## config.mk

```make
export PLATFORM = sky130hd
export DESIGN_NAME = addsub_pipe
export DESIGN_NICKNAME = d
export VERILOG_FILES = /design/src/rtl/addsub_pipe.sv
export SDC_FILE = /design/constraint.sdc
export NUM_CORES = 1
export LEC_CHECK = 0
export ABC_AREA = 1
export CAP_MARGIN = 20
export CORE_ASPECT_RATIO = 2
export CORE_MARGIN = 2
export CORE_UTILIZATION = 49
export DETAILED_ROUTE_END_ITERATION = 8
export HOLD_SLACK_MARGIN = 0.12
export PLACE_DENSITY = 0.77
export REMOVE_ABC_BUFFERS = 1
export SYNTH_ARGS = -nofsm -noshare
export SYNTH_HDL_FRONTEND = slang
export SYNTH_SLANG_ARGS = --single-unit
```

## constraint.sdc

```tcl
create_clock -name clk -period 2.8 [get_ports clk]
set_input_delay 0.42 -clock clk [delete_from_list [all_inputs] [get_ports clk]]
set_output_delay 0.42 -clock clk [all_outputs]
set_load 0.02 [all_outputs]
```

## src/rtl/addsub_pipe.sv

```systemverilog
// ---------------------------------------------------------------------------
// addsub_pipe
// Pipelined two's-complement mantissa adder/subtractor with a valid/ready
// handshake, a sideband tag, and sign/zero/magnitude flags for the
// normaliser that follows.
//
// Stage 0 registers the arithmetic result computed from the accepted inputs.
// Stages 1..LATENCY-1 carry that result to the output. A single global
// advance enable moves every stage together. Bubbles move like data.
//
// Optional build macro: ADDSUB_LZC_EN
//   When defined, this macro adds the out_lzc port. out_lzc is the
//   leading-zero count of out_mag, and it equals WIDTH when out_mag is 0.
//   The count is registered in stage 1 when LATENCY >= 2, and in stage 0
//   when LATENCY == 1. The latency does not change.
// ---------------------------------------------------------------------------
module addsub_pipe #(
  parameter int WIDTH   = 24,  // 2..64
  parameter int LATENCY = 2,   // 1..4
  parameter int TAG_W   = 8    // 1..32
) (
  input  logic             clk,
  input  logic             rst,
  input  logic             in_valid,
  output logic             in_ready,
  input  logic [WIDTH-1:0] in_a,
  input  logic [WIDTH-1:0] in_b,
  input  logic             in_op,
  input  logic [TAG_W-1:0] in_tag,
  output logic             out_valid,
  input  logic             out_ready,
  output logic [WIDTH-1:0] out_sum,
  output logic             out_cout,
  output logic [WIDTH-1:0] out_mag,
  output logic             out_neg,
  output logic             out_zero,
  output logic [TAG_W-1:0] out_tag
`ifdef ADDSUB_LZC_EN
  ,
  output logic [$clog2(WIDTH+1)-1:0] out_lzc
`endif
);

  typedef struct packed {
    logic [WIDTH-1:0] sum;
    logic             cout;
    logic [WIDTH-1:0] mag;
    logic             neg;
    logic             zero;
    logic [TAG_W-1:0] tag;
  } res_t;

  localparam logic [WIDTH-1:0] ONE_W = {{(WIDTH-1){1'b0}}, 1'b1};

  res_t               res_in;
  logic [WIDTH-1:0]   b_eff;
  logic [WIDTH:0]     full;
  logic               adv;
  logic [LATENCY-1:0] vld;
  res_t               stg [LATENCY];

  // Every stage advances together.
  // A stage stalls only when a result is presented and nobody takes it.
  assign adv      = !out_valid || out_ready;
  assign in_ready = adv && !rst;

  // Arithmetic: add or subtract, then derive magnitude, sign and zero.
  always_comb begin
    // NOTE: every variable gets a default at the top of the block, so no
    // path through the block can leave a value unassigned (which would
    // infer a latch).
    res_in = '0;
    b_eff  = in_op ? ~in_b : in_b;
    full   = {1'b0, in_a} + {1'b0, b_eff} + {{WIDTH{1'b0}}, in_op};

    res_in.sum  = full[WIDTH-1:0];
    res_in.cout = full[WIDTH];
    res_in.neg  = in_op && !full[WIDTH];
    res_in.mag  = res_in.neg ? (~full[WIDTH-1:0] + ONE_W) : full[WIDTH-1:0];
    // An add that wraps to zero with a carry out is 2^WIDTH, not zero.
    res_in.zero = (full[WIDTH-1:0] == '0) && (in_op || !full[WIDTH]);
    res_in.tag  = in_tag;
  end

  // Pipeline stages: load stage 0 and shift the rest when the pipe advances.
  always_ff @(posedge clk) begin
    // NOTE: the data registers are cleared on reset together with the valid
    // bits. This keeps the outputs at 0 after reset, and it is not needed
    // for correct operation.
    if (rst) begin
      vld <= '0;
      for (int i = 0; i < LATENCY; i++) stg[i] <= '0;
    end else if (adv) begin
      // NOTE: state registers use non-blocking assignments, so every stage
      // reads the value its predecessor held before this edge.
      vld[0] <= in_valid;
      stg[0] <= res_in;
      for (int i = 1; i < LATENCY; i++) begin
        vld[i] <= vld[i-1];
        stg[i] <= stg[i-1];
      end
    end
  end

  assign out_valid = vld[LATENCY-1];
  assign out_sum   = stg[LATENCY-1].sum;
  assign out_cout  = stg[LATENCY-1].cout;
  assign out_mag   = stg[LATENCY-1].mag;
  assign out_neg   = stg[LATENCY-1].neg;
  assign out_zero  = stg[LATENCY-1].zero;
  assign out_tag   = stg[LATENCY-1].tag;

`ifdef ADDSUB_LZC_EN
  localparam int LZW = $clog2(WIDTH+1);

  // Count leading zeros, scanning down from the MSB. Returns WIDTH for 0.
  function automatic logic [LZW-1:0] lzc_f(input logic [WIDTH-1:0] v);
    logic [LZW-1:0] n;
    logic           found;
    n     = '0;
    found = 1'b0;
    for (int i = WIDTH - 1; i >= 0; i--) begin
      if (!found) begin
        if (v[i]) found = 1'b1;
        else      n     = n + LZW'(1);
      end
    end
    return n;
  endfunction

  if (LATENCY == 1) begin : g_lzc_s0
    logic [LZW-1:0] lzc_q;

    // With one stage, the count is taken straight from the new magnitude.
    always_ff @(posedge clk) begin
      if (rst)      lzc_q <= '0;
      else if (adv) lzc_q <= lzc_f(res_in.mag);
    end

    assign out_lzc = lzc_q;
  end else begin : g_lzc_s1
    logic [LZW-1:0] lzc_q [1:LATENCY-1];

    // The count is taken from the registered stage-0 magnitude, then carried
    // along with the result.
    always_ff @(posedge clk) begin
      if (rst) begin
        for (int i = 1; i < LATENCY; i++) lzc_q[i] <= '0;
      end else if (adv) begin
        lzc_q[1] <= lzc_f(stg[0].mag);
        for (int i = 2; i < LATENCY; i++) lzc_q[i] <= lzc_q[i-1];
      end
    end

    assign out_lzc = lzc_q[LATENCY-1];
  end
`endif

endmodule

```

; Word-level counts from Yosys, hierarchy flattened
; Memories as Yosys holds them, arrays and structs flattened.
; Index checks and enable logic that the tools add are counted.
[totals]
register_bits = 2
ramBits = 118
input_bits = 61
output_inout_bits = 61
wordCells = 27
mem_count = 1
[memory_table]
columns = name, words, word_bits, rd, rd_clocked_by_memory_dff, wr, line
row1 = stg, 2, 59, 2, 0, 2, 60  ; res_t stg [LATENCY];
[op_classes]
add_sub_neg = 3
n_mux = 9
n_bitwise = 4
n_reduce_logical = 9
[op_table]
columns = operator, count
row1 = $mux 59, 2
row2 = $mux 24, 2
row3 = $not 24->24, 2
row4 = $add 24x24->25, 1
row5 = $add 25x1->25, 1
row6 = $add 24x1->24 const B, 1
row7 = $logic_not 24->1, 1
row8 = $mux 1, 5
row9 = $logic_and 1x1->1, 3
row10 = $logic_not 1->1, 3
row11 = $logic_or 1x1->1, 2
row12 = $or 1x1->1, 2

; Depth between registers and ports, before layout
[depth]
ltp_word = 8
mapped_depth = 23

; Worst setup path before layout
; Ideal clock, no wire load.
[synth_path]
path_kind = input -> register
startpoint = input port in_op
endpoint = memory stg[0][30] (netlist name) (data pin)
arrival_ps = 2805
required_ps = 2545
setup_slack_ps = -260
stages = 18
n_path_buf = 2
cell_sequence = buf_6 clkbuf_1 xor2_1 ha_1 nand2_1 inv_2 a21oi_1 nand3_1 nand2_1 nand2_1 nor2_1 nand2_1 nor2_2 nand2_1 nor2_2 nand2_1 a21oi_1 nor2_1
[synth_lines]
columns = element, line
row1 = "start, declared", 28  ; input logic in_op,
row2 = "end, declared", 60

==> results.ini <==
[route]
via_count = 6462
ant_nets = 0
routed_wl_mm = 17.46
first_pass_iters = 6
first_iter_violations = 442
drc = 0
wl_per_cell_um = 13.42
vias_per_cell = 4.967

[cells_and_area]
fillers = 986
drive_above_1_share_pct = 29.49
final_cell_mix = inv_1, buf_4, nor2_1
nets = 1190
fin_cells = 1301
regArea_sq_mm = 0.003523
area.growth.synth_to_final_pct = 46.52
multi_input_area_sq_mm = 0.003161
final_common_cell = inv_1
num_antenna_cells = 0

[critical_path]
timing.rr.end = stg[0][62]
path_max_fanout = 4
crit_top_cell = nand2_2
max_stage_delay_ns = 0.41
crit_chain = clkdlybuf4s50_1 -> xor2_1 -> ha_1 -> nand2_1 -> nand2_1 -> inv_2 -> nand2_2 -> nand2_2 -> nand2_4 -> nand2_2 -> nand2_2 -> nand2_1 -> nand2_2 -> nand3_2 -> nor2_4 -> inv_1 -> nor2_2 -> nand2_1 -> a21oi_1 -> nor2_1
r2r_start = vld[1]
worstRegToRegCells = 7
path_buf_inv = 3
critical_path_required_ns = 3.00
end_kind = flop
regToRegSetupSlack_ns = 1.06
critPathKind = input port to flop
start_kind = input port
crit_family = simple AND/OR/NAND/NOR gates
arrival_ns = 2.99
cp_slowest_cell = clkdlybuf4s50_1

[synthesis]
postSynthAreaPerCell_sq_um = 8.225
synth-edff-count = 116
synth_compound_area_share_pct = 4.950
yosys.area_share.simple_pct = 22.77
netlist_area_sq_mm = 0.007254
synth_xor_area_share_pct = 3.484
async_flop_share_pct = 0
ys.flop_type = edfxtp_1
ys_seq_area_share_pct = 48.57
syn_inst = 882
synthMuxAreaShare_pct = 0
yosysWarningCount = 0
synth_fa_ha_area_share_pct = 4.588
ys_types = 37
synth_top_family_by_area = simple AND/OR/NAND/NOR gates
synth.ff_latch_count = 118

[sta]
tightest_slew_ns = 0.4872
drv_slew = 0
fin_worst_skew_ns = 0.02086
final_hold_viol_count = 0
holdWs_ns = 0.4796
slew_headroom_pct = 67.52
fin_crit_sh_pct = 99.67
setup_tns_ns = 0
rsz0062_at_grt = yes
timing.final.ws_setup_ns = 0.009244
setup_viol = 0
period_needed_ns = 2.791
fmax_ghz = 0.3583

[hold_path]
worstHoldEndpoint = vld[1]
min_path_type = flop to flop
min_path_cells = 2
hp-start = vld[0]

[run]
cap_violations = 0

[global_route]
grt_pass1_wl_mm = 26.25
antenna_found_initial = 0
grt_max_degree = 44
first_global_vias = 6189
overflow = 0
grt_util_all_layers_pct = 20.38

[power]
seqPwrFrac_pct = 33.1
power_switching_w = 0.002075
switching_share_pct = 29.89
ir_drop_mv = 0.3185
powerDensity_mw_per_mm2 = 653.2
combPwrFrac_pct = 33.3
intPower_w = 0.004868
p_leak_nw = 5.030
p_clk_share_pct = 33.6

[status]
outcome = completed

[clock_tree]
htreeDepth = 4
cts_inserted_buffers = 25
cts_buffer_depth = 3
hold_buffers = 0
cts_tree = done
clock_sinks = 118
clk_latency_ns = 0.46
clock-root-buffer = clkbuf_16
clk_pin_slew_ns = 0.05

[die]
coreArea_sq_mm = 0.01443
rows = 62
die_area_sq_mm = 0.01585
die_x_um = 90.04
pin_count = 122
start_util_pct = 50.28
die_y_um = 176.1

[placed_design]
portBuffers = 121
hpwl_mm = 11.71
dp_cells = 1245
dp_slack_ns = -0.7030
routabilityCongestion = 0.8696

[stage by stage]
stage,total power (W),utilization (%),area (sq um)
2_1_floorplan,0.003317,-,6760
3_3_place_gp,0.004165,63.71,9193
3_5_place_dp,0.004215,63.71,9193
4_1_cts,0.006613,69.11,9972
5_1_grt,0.007269,73.66,10630
6_report,0.006943,73.66,10630
[state kept, by name (all words and copies together), names as in the netlist]
| name | cells |
|---|---|
| vld | 2 |
| stg | 116 |
[what timing repair did]
| item | in CTS | in global routing |
|---|---|---|
| buffers inserted | 3 | 19 |
| pin swaps | 10 | 67 |
| endpoints found under the setup margin | 24 | 21 |
| gates resized for setup | 26 | 143 |
| cloned | 1 | 1 |
[worst reg2reg max path, stage by stage, from the launching register on]
cell and delay [ns]:
dfxtp_1 0.33, inv_1 0.04, nor2_1 0.11, nor2_1 0.10
inv_2 0.33, buf_4 0.25, buf_4 0.23, nor2_1 0.09
[worst max path at each step]
stage / slack, ns / start / to / depth (start not counted)
finish: 0.009 / in_b[3] / stg[0][30] / 20
detailed placement: -0.70 / in_op / stg[0][32] / 22
global placement: -0.66 / in_op / stg[0][8] / 18
global route: -0.13 / in_b[5] / stg[0][33] / 20
CTS: 0.04 / in_b[0] / stg[0][31] / 19
floorplan: 0.08 / vld[1] / stg[0][31] / 7
[cell usage after synthesis (all sizes together), types with 2 or more instances]
library cell	number	share of area [%]
nand2	185	9.8
inv	169	8.8
nor2	149	7.9
edfxtp	116	48
buf	64	6.4
nand3	45	3.2
a21oi	38	2.7
ha	25	4.3
xor2	25	3.0
o21ai	23	1.6
nand4	9	0.78
clkbuf	8	0.41
nor3	8	0.55
nand3b	3	0.31
xnor2	3	0.47
dfxtp	2	0.55
o21bai	2	0.21
[layer usage]
metal / vias up / part of all wire (%) / GRT usage, %
met3: 88 / 4.1 / 2.433
met2: 262 / 57 / 41.20
met1: 2946 / 33 / 18.71
met4: 0 / 5.7 / 12.63
li1: 3166 / - / -
met5: - / 0 / 0
[area by class of cell]
cell class                 count  area share [%]
clock buffer                  28           5.992
clock inverter                 5          0.2119
inverter                     170           6.074
multi-input combinational    522           29.74
sequential                   118           33.15
tap                          192           2.260
timing repair buffer         265           22.52
timing repair inverter         1         0.05886
[cell families (layout without fill, tap and decap cells)]
kind of cell               after synthesis  after routing
AOI/OAI and AO/OA                       67             67
xor gates and xnor gates                28             28
adders and majority gates               26             26
DFF                                    118            118
and+or+nand+nor                        401            401
buffers and inverters                  242            469
[power groups by stage]
stage	logic, W	clock network (W)	registers, W
after floorplan	0.000869	0	0.00245
after global placement	0.00185	0	0.00232
after detailed placement	0.00189	0	0.00233
after CTS	0.00195	0.00236	0.00230
after global routing	0.00251	0.00244	0.00232
final	0.00232	0.00233	0.00229
Note: power is estimated with default switching activity, not from simulation.
